File: config.mk
export PLATFORM = sky130hd
export DESIGN_NAME = shared_mem_arbiter
export DESIGN_NICKNAME = d
export VERILOG_FILES = /design/src/rtl/shared_mem_arbiter_pkg.sv /design/src/rtl/shared_mem_arbiter_mem_bank.sv /design/src/rtl/shared_mem_arbiter.sv
export SDC_FILE = /design/constraint.sdc
export NUM_CORES = 2
export LEC_CHECK = 0
export CAP_MARGIN = 15
export CORE_ASPECT_RATIO = 0.8
export CORE_MARGIN = 2
export CORE_UTILIZATION = 60
export CTS_CLUSTER_DIAMETER = 150
export DETAILED_ROUTE_END_ITERATION = 6
export GPL_TIMING_DRIVEN = 1
export PLACE_DENSITY_LB_ADDON = 0.05
export SLEW_MARGIN = 25
export SYNTH_ARGS = -nofsm -noshare
export SYNTH_HDL_FRONTEND = slang
export SYNTH_SLANG_ARGS = --single-unit
export TNS_END_PERCENT = 100
File: constraint.sdc
create_clock -name clk -period 6.61 [get_ports clk]
set_input_delay 0.661 -clock clk [delete_from_list [all_inputs] [get_ports clk]]
set_output_delay 0.661 -clock clk [all_outputs]
set_load 0.02 [all_outputs]
File: src/rtl/shared_mem_arbiter_pkg.sv
// Shared definitions for the multi-core memory responder: FSM states,
// default geometry and the round-robin index helper.
package mem_arb_pkg;

   typedef enum logic {
      ARB  = 1'b0,
      RESP = 1'b1
   } arb_state_e;

   localparam int DEF_NO_OF_CORES = 2;
   localparam int DEF_DATA_LEN    = 16;
   localparam int DEF_ADDRESS_LEN = 8;
   localparam int DEF_MEM_DEPTH   = 256;

   function automatic int rr_next(input int idx, input int n);
      return (idx + 1 >= n) ? 0 : idx + 1;
   endfunction

endpackage

File: src/rtl/shared_mem_arbiter_mem_bank.sv
// Single-port synchronous RAM bank: read-before-write, registered read data,
// contents are never reset.
module mem_bank
   import mem_arb_pkg::*;
#(
   parameter int DATA_LEN    = DEF_DATA_LEN,
   parameter int ADDRESS_LEN = DEF_ADDRESS_LEN,
   parameter int MEM_DEPTH   = DEF_MEM_DEPTH
) (
   input  logic                   clk,
   input  logic                   we,
   input  logic [ADDRESS_LEN-1:0] addr,
   input  logic [DATA_LEN-1:0]    wdata,
   output logic [DATA_LEN-1:0]    rdata
);

   localparam int IDX_W = (MEM_DEPTH > 1) ? $clog2(MEM_DEPTH) : 1;

   logic [DATA_LEN-1:0] mem_q [MEM_DEPTH];
   logic [DATA_LEN-1:0] rdata_q;
   logic [IDX_W-1:0]    idx;

   assign idx = addr[IDX_W-1:0];

   always_ff @(posedge clk) begin
      if (we) begin
         mem_q[idx] <= wdata;
      end
      rdata_q <= mem_q[idx];
   end

   assign rdata = rdata_q;

endmodule

File: src/rtl/shared_mem_arbiter.sv
// Round-robin responder serialising per-core read/write requests onto one RAM bank.
// Optional read coalescing is enabled by defining MEM_ARB_COALESCE_EN.
module shared_mem_arbiter
   import mem_arb_pkg::*;
#(
   parameter int NO_OF_CORES = DEF_NO_OF_CORES,
   parameter int DATA_LEN    = DEF_DATA_LEN,
   parameter int ADDRESS_LEN = DEF_ADDRESS_LEN,
   parameter int MEM_DEPTH   = DEF_MEM_DEPTH
) (
   input  logic                            clk,
   input  logic                            reset,
   input  logic [NO_OF_CORES-1:0]          req_read,
   input  logic [NO_OF_CORES-1:0]          req_write,
   input  logic [ADDRESS_LEN*NO_OF_CORES-1:0] req_addr,
   input  logic [DATA_LEN*NO_OF_CORES-1:0] req_wdata,
   output logic [DATA_LEN*NO_OF_CORES-1:0] rsp_rdata,
   output logic [NO_OF_CORES-1:0]          rsp_ack,
   output logic                            busy
);

   localparam int GW = (NO_OF_CORES > 1) ? $clog2(NO_OF_CORES) : 1;

   arb_state_e             state_q, state_d;
   logic [GW-1:0]          last_grant_q, last_grant_d;
   logic [NO_OF_CORES-1:0] ack_q, ack_d;
   logic [NO_OF_CORES-1:0] rd_sel_q, rd_sel_d;
   logic                   oor_q, oor_d;

   logic [ADDRESS_LEN-1:0] addr_c  [NO_OF_CORES];
   logic [DATA_LEN-1:0]    wdata_c [NO_OF_CORES];
   logic [NO_OF_CORES-1:0] req_vec;
   logic                   req_any;
   logic [GW-1:0]          win_idx;
   logic [NO_OF_CORES-1:0] win_onehot;
   logic [NO_OF_CORES-1:0] grant_mask;
   logic [ADDRESS_LEN-1:0] win_addr;
   logic [DATA_LEN-1:0]    win_wdata;
   logic                   win_is_wr;
   logic                   win_oor;
   logic                   mem_we;
   logic [DATA_LEN-1:0]    mem_rdata;
   logic [DATA_LEN-1:0]    rd_word;

   assign req_vec = req_read | req_write;
   assign req_any = |req_vec;

   // Search starts one past the previous winner so every core gets a turn.
   always_comb begin : pick
      int   idx;
      logic found;
      win_idx = '0;
      found   = 1'b0;
      idx     = rr_next(int'(last_grant_q), NO_OF_CORES);
      for (int k = 0; k < NO_OF_CORES; k++) begin
         if (!found && req_vec[GW'(idx)]) begin
            win_idx = GW'(idx);
            found   = 1'b1;
         end
         idx = rr_next(idx, NO_OF_CORES);
      end
   end

   always_comb begin
      win_onehot          = '0;
      win_onehot[win_idx] = 1'b1;
   end

   assign win_addr  = addr_c[win_idx];
   assign win_wdata = wdata_c[win_idx];
   assign win_is_wr = req_write[win_idx];

   if (MEM_DEPTH < 2**ADDRESS_LEN) begin : g_oor
      assign win_oor = (win_addr >= ADDRESS_LEN'(MEM_DEPTH));
   end else begin : g_no_oor
      assign win_oor = 1'b0;
   end

`ifdef MEM_ARB_COALESCE_EN
   logic [NO_OF_CORES-1:0] rd_match_c;

   for (genvar g = 0; g < NO_OF_CORES; g++) begin : g_match
      assign rd_match_c[g] = req_read[g] && !req_write[g] && (addr_c[g] == win_addr);
   end

   // Pure readers of the winning address share the winner's read beat.
   assign grant_mask = win_is_wr ? win_onehot : (win_onehot | rd_match_c);
`else
   assign grant_mask = win_onehot;
`endif

   always_ff @(posedge clk or posedge reset) begin
      if (reset) begin
         state_q      <= ARB;
         last_grant_q <= GW'(NO_OF_CORES - 1);
         ack_q        <= '0;
         rd_sel_q     <= '0;
         oor_q        <= 1'b0;
      end else begin
         state_q      <= state_d;
         last_grant_q <= last_grant_d;
         ack_q        <= ack_d;
         rd_sel_q     <= rd_sel_d;
         oor_q        <= oor_d;
      end
   end

   always_comb begin
      state_d      = state_q;
      last_grant_d = last_grant_q;
      ack_d        = '0;
      rd_sel_d     = '0;
      oor_d        = oor_q;
      mem_we       = 1'b0;
      unique case (state_q)
         ARB: begin
            if (req_any) begin
               state_d      = RESP;
               last_grant_d = win_idx;
               oor_d        = win_oor;
               mem_we       = win_is_wr && !win_oor;
               ack_d        = grant_mask;
               rd_sel_d     = win_is_wr ? '0 : grant_mask;
            end
         end
         RESP: begin
            state_d = ARB;
         end
         default: begin
            state_d = ARB;
         end
      endcase
   end

   mem_bank #(
      .DATA_LEN    (DATA_LEN),
      .ADDRESS_LEN (ADDRESS_LEN),
      .MEM_DEPTH   (MEM_DEPTH)
   ) u_bank (
      .clk   (clk),
      .we    (mem_we),
      .addr  (win_addr),
      .wdata (win_wdata),
      .rdata (mem_rdata)
   );

   // The RAM output register is the response data during RESP; each core's
   // hold register keeps it afterwards until that core's next read.
   assign rd_word = oor_q ? '0 : mem_rdata;

   for (genvar g = 0; g < NO_OF_CORES; g++) begin : g_core
      logic [DATA_LEN-1:0] hold_q, hold_d;

      assign addr_c[g]  = req_addr[ADDRESS_LEN*g +: ADDRESS_LEN];
      assign wdata_c[g] = req_wdata[DATA_LEN*g +: DATA_LEN];
      assign hold_d     = rd_sel_q[g] ? rd_word : hold_q;

      always_ff @(posedge clk or posedge reset) begin
         if (reset) begin
            hold_q <= '0;
         end else begin
            hold_q <= hold_d;
         end
      end

      assign rsp_rdata[DATA_LEN*g +: DATA_LEN] = rd_sel_q[g] ? rd_word : hold_q;
   end

   assign rsp_ack = ack_q;
   assign busy    = (state_q == RESP);

endmodule

# == After elaboration in Yosys (flattened, before gate mapping) ==
# Memories as Yosys holds them, arrays and structs flattened. A register that Yosys moved wholly into a read port is not among the register bits.
# Cells that the tools add are included.
# op_classes
addsub,2
order_cmp,7
n_mux,32
n_bitwise,3
reduce_logical,5
# ops
cell,n
16-bit 2-to-1 mux,5
32-bit by 3-bit >= comparator with 1-bit output (second input constant),1
8-bit 2-to-1 mux,3
1-bit 2-to-1 mux,16
2-bit 2-to-1 mux,6
1-bit by 3-bit less-than comparator with 1-bit output (second input constant),2
2-bit by 1-bit adder with 3-bit output (second input constant),1
3-bit by 2-bit >= comparator with 1-bit output (second input constant),1
1-bit by 1-bit adder with 2-bit output (second input constant),1
2-bit >= comparator (second input constant),1
1-bit logical AND,2
1-bit by 2-bit less-than comparator with 1-bit output (second input constant),1
1-bit NOT with 2-bit output,1
2-bit OR,1
1-bit one-hot mux with 2 select lines,1
2-bit AND reduction,1
2-bit OR reduction,1
1-bit demux with 1-bit select,1
1-bit >= comparator (second input constant),1
1-bit logical NOT,1
1-bit NOT,1
# word_totals
ff_bits,38
ramBits,4096
inputBits,54
out_inout_bits,35
wordCells,56
memories,1
# memory_table
memory,depth,width,read_ports,rd_clocked_by_memory_dff,wr,line,text
u_bank.mem_q,256,16,1,1,1,shared_mem_arbiter_mem_bank.sv:19,logic [DATA_LEN-1:0] mem_q [MEM_DEPTH];

# == Longest topological paths before layout ==
# logic_depth
ltp_word,18
ltp_mapped,13
ltp_nobuf,8

# == By module ==
# From an unflattened synthesis, not the netlist that was laid out.
# unflattened
cells_unflattened,6841
hier_area_um2,157177.0
# modules_own_cells
module,n_inst,cells_each,area_per_inst_um2,seq_area_each_um2
mem_bank,1,6727,155399.0,123318.3
shared_mem_arbiter,1,114,1778.0,952.2

# == Worst setup path before layout ==
# Ideal clock, no wire load.
# synth_path
path_type,input port to flip-flop
start,input req_write[0]
end,memory u_bank.mem_q[0][10] (netlist bit) (data pin)
setup_time_ns,0.823
arrival_ns,4.898
t_required_ns,5.787
path_slack_ns,0.890
cell_stages,7
n_path_buf,4
path_cell_list,o21bai_4 > buf_6 > buf_4 > clkbuf_1 > buf_1 > nand2_1 > nand2_1
# synth_via
elab_chain_cells,11
word_cells_on_any_way,14
cone_classes,10 x mux; 2 x bitwise; 2 x reduce/logical
# synth_rtl
element,line,text
"start, declared",shared_mem_arbiter.sv:14,"input logic [NO_OF_CORES-1:0] req_write,"
2-bit OR *,shared_mem_arbiter.sv:45,assign req_vec = req_read | req_write;
1-bit 2-to-1 mux (not written as such) (2 in series),shared_mem_arbiter.sv:56,if (!found && req_vec[GW'(idx)]) begin
1-bit 2-to-1 mux,shared_mem_arbiter.sv:56,
1-bit logical NOT,shared_mem_arbiter.sv:56,
1-bit logical AND,shared_mem_arbiter.sv:56,
1-bit 2-to-1 mux *,shared_mem_arbiter.sv:56,
1-bit NOT with 2-bit output (not written as such) *,shared_mem_arbiter.sv:70,assign win_wdata = wdata_c[win_idx];
16-bit 2-to-1 mux (not written as such) * (3 in series),shared_mem_arbiter.sv:70,
via u_bank.wdata[10],shared_mem_arbiter_mem_bank.sv:13,"input logic [DATA_LEN-1:0] wdata,"
"end, declared",shared_mem_arbiter_mem_bank.sv:19,
# The timed path passes the listed nets; every way through them passes the cells marked *. The select of a mux whose other input is x is not followed.

# == Final worst setup path ==
# layout_path
start,input req_write[0]
end,"register u_bank.rdata_q[5], in the netlist u_bank.rdata[5] (read register of u_bank.mem_q)"
# layout_via
elab_chain_cells,11
word_cells_on_any_way,14
cone_classes,10 x mux; 2 x bitwise; 2 x reduce/logical
# layout_rtl
element,line,text
2-bit OR *,shared_mem_arbiter.sv:45,
1-bit 2-to-1 mux (not written as such) (2 in series),shared_mem_arbiter.sv:56,
1-bit 2-to-1 mux,shared_mem_arbiter.sv:56,
1-bit logical NOT,shared_mem_arbiter.sv:56,
1-bit logical AND,shared_mem_arbiter.sv:56,
1-bit 2-to-1 mux *,shared_mem_arbiter.sv:56,
1-bit NOT with 2-bit output (not written as such) *,shared_mem_arbiter.sv:69,assign win_addr = addr_c[win_idx];
8-bit 2-to-1 mux (not written as such) * (3 in series),shared_mem_arbiter.sv:69,
"end, declared",shared_mem_arbiter_mem_bank.sv:20,logic [DATA_LEN-1:0] rdata_q;
# Mark *: on every way between the ends. The rest lies on a longest branch, timed or not. The select of a mux whose other input is x is not followed.
# A chain may end at the register's enable or synchronous reset.

==> results.ini <==
[pwr]
leakage_nw=62.0
powerDensity_nw_per_um2=374
ir_drop_v=0.000327

[placed_design]
hpwl_um=278000
numPortBuffers=88
dp.cells=13100
dpl_cell_area_um2=168000
gp_congestion=0.940
pre_cts_ws_ps=168

[route]
wl_per_cell_um=33.2
vias_per_cell=6.64
drcViolationCount=0
dr.pass1.iters=6
drt_iter0_drc=15000
vias=91800
routed_wl_um=460000
antenna_left=0

[layout]
area_growth_pct=12.9
finalNetCount=10100
finalNonFillerCells=13800
final_util_pct=68.2
final_area_um2=181000
fillers=17500
drive_gt1_share_pct=12.0

[sta]
period_needed_ps=5890
worstMarginPinSlew_ps=1290
finalHoldViolations=0
fin_crit_sh_pct=89.2
slew_headroom_pct=13.8
setup_viol=0
report.final.slew_viol_count=0
final.setup.tns_ps=0
rsz0062_at_grt=no
fin_skew_ps=43.2
fmax_mhz=170
fin_ws_ps=715

[cts]
cts-htree-levels=5
cts_resized=0
cts_buffers=392
cts.reportedPaths.clkPinSlew_ps=70
cts.sinks=4150
cts_tree=done
cts_buffer_depth=4
cts_setup_buffers=0
clkLatencyLatePin_ps=920
root_buffer=clkbuf_16
cts_hold_buf=0

[synthesis]
synth_seq_cells=4150
synth_mux_area_share_pct=10.6
synth_xor_area_share_pct=0
syn-num-nets=9610
ys_types=50
syn_avg_cell_area_um2=16.7
synth_top_family_by_area=multiplexers
synthArstFlopShare_pct=0.916
synth_compound_area_share_pct=5.41
synth_edf_count=4096
yosys.area_share.simple_pct=4.57
ys.flop_type=edfxtp_1
syn_area_um2=160000
synthAdderAreaFrac_pct=0
yosys_warnings=0
seq_area_frac_synth_pct=77.7
synthCells=9556

[global_routing]
use_met2_pct=47.7
use_met1_pct=51.5
grt_pass1_vias=85600
grt_max_degree=170
grtUsageTotal_pct=33.5
grt_most_used_layer=met1
antenna_found_initial=19
grt_pass1_wl_um=646000
use_met3_pct=9.32
grt-ovfl-total=0

[worst_setup_path]
cp-end-kind=flip-flop
crit_type=in2reg
start_kind=primary input
cp.arrival_ps=6650
worstPathMaxFanout=33
worstPathRequired_ps=7360

[floorplan]
die_w_um=581
core-area_um2=265000
ios=89
rows=169
dieArea_um2=271000
dieHeight_um=466
initial_core_util_pct=60.3

[worst_hold_path]
hp-class=in2async

[run]
maxCapViolCount=0

[outcome]
status=complete, no violations

## synth_stat cells, drive strengths merged, types with 2 or more instances
| cell | number | area [µm²] |
|---|---|---|
| a21oi | 339 | 1700 |
| a22oi | 15 | 113 |
| a31o | 2 | 17.5 |
| a31oi | 20 | 131 |
| and3 | 2 | 12.5 |
| buf | 360 | 1910 |
| clkbuf | 233 | 875 |
| dfrtp | 37 | 926 |
| dfxtp | 16 | 320 |
| edfxtp | 4096 | 123000 |
| inv | 5 | 18.8 |
| mux2 | 36 | 413 |
| mux2i | 1652 | 16600 |
| nand2 | 894 | 3370 |
| nand2b | 6 | 37.5 |
| nand3 | 161 | 806 |
| nand4 | 33 | 206 |
| nor2 | 281 | 1050 |
| nor3 | 20 | 100 |
| nor4 | 255 | 1670 |
| o2111ai | 15 | 131 |
| o21a | 2 | 15.0 |
| o21ai | 192 | 965 |
| o221ai | 32 | 280 |
| o22ai | 833 | 5210 |
| o31ai | 3 | 22.5 |
| or2 | 4 | 25.0 |
| or3 | 3 | 18.8 |
## per-stage QoR
stage,total power [W],hold slack (ps)
CTS,0.0675,311
global placement,0.0454,482
finish,0.0677,223
floorplan,0.0400,505
detailed placement,0.0456,485
global route,0.0692,238
## power by group
| group | total (W) | switching, W | leakage (nW) | internal [W] |
|---|---|---|---|---|
| sequential | 0.0317 | 0.000201 | 37.6 | 0.0315 |
| clock | 0.0223 | 0.00957 | 6.12 | 0.0127 |
| combinational | 0.0137 | 0.0101 | 18.4 | 0.00364 |
| total | 0.0677 | 0.0198 | 62.0 | 0.0478 |
## state kept, by name, summed over array words and instances, names as in the netlist
signal / flops
rsp_ack: 2
u_bank.mem_q: 4096
u_bank.rdata: 16
busy: 1
g_core.hold_q: 32
rd_sel_q: 2
last_grant_q: 1
## cell usage in the layout, fill, tap and decap left out, types with 15 or more instances in the layout
master | Yosys | routed
edfxtp_1 | 4096 | 4096
mux2i_1 | 1650 | 1647
nand2_1 | 891 | 854
o22ai_1 | 833 | 833
buf_4 | 42 | 473
clkbuf_16 | 0 | 400
a21oi_1 | 338 | 338
nor2_1 | 281 | 278
nor4_1 | 243 | 234
nand3_1 | 161 | 161
o21ai_0 | 156 | 156
clkdlybuf4s50_1 | 0 | 88
buf_12 | 0 | 84
clkbuf_1 | 233 | 80
clkinv_2 | 0 | 77
clkinv_1 | 0 | 68
bufinv_16 | 0 | 38
dfrtp_1 | 37 | 37
o21ai_1 | 35 | 34
mux2_2 | 34 | 33
nand4_1 | 33 | 33
o221ai_1 | 32 | 32
nand2_4 | 1 | 22
nor4_2 | 12 | 21
nor3_1 | 20 | 20
a31oi_1 | 19 | 16
dfxtp_1 | 16 | 16
o2111ai_1 | 15 | 15
a22oi_1 | 15 | 15
## critical path, stage by stage
cell and delay (ps):
clkdlybuf4s50_1 530, o21bai_4 760, mux2_4 590, nand2_4 530, buf_12 350, buf_12 230
buf_12 220, o22ai_1 210, nor4_1 1010, o22ai_1 430, o21ai_1 790, nand4_1 170
## worst paths after layout
check	end	from	slack, ps	depth (start not counted)
hold reg to reg	g_core[0].hold_q[1]$_DFF_PP0_	g_core[0].hold_q[1]$_DFF_PP0_	500	1
hold / removal	g_core[1].hold_q[4]$_DFF_PP0_	reset	220	2
max in group asynchronous	g_core[0].hold_q[12]$_DFF_PP0_	reset	5880	2
setup reg to reg	u_bank.rdata[5]$_DFF_P_	last_grant_q$_DFFE_PP1P_	830	11
setup / recovery	u_bank.rdata[5]$_DFF_P_	req_write[0]	720	12
min in group clk	busy$_DFF_PP0_	req_read[1]	460	3
## routing by layer
layer / up-vias / routed length (µm)
met4: 8 / 12600
met5: - / 60
li1: 38600 / -
met2: 5975 / 198000
met1: 46600 / 188000
met3: 598 / 61000
## cells by family (layout without fill, tap and decap cells)
group           count (synthesis)  after routing
buf+inv                       598           1351
flops                        4150           4150
mux                          1688           1688
other cells                     0              9
compound gates               1459           1459
simple gates                 1661           1661
## final cells by class
type                       instances  area (µm²)  share of cell area (%)
multi-input combinational       4808       33400                    18.5
antenna                            9        22.5                  0.0125
tap                             3505        4390                    2.43
clock inverter                   205        1970                    1.09
timing repair buffer             647        6150                    3.40
inverter                           5        20.0                  0.0111
clock buffer                     494       10500                    5.81
sequential                      4150      124000                    68.8
Power figures use the tool's default switching activity.
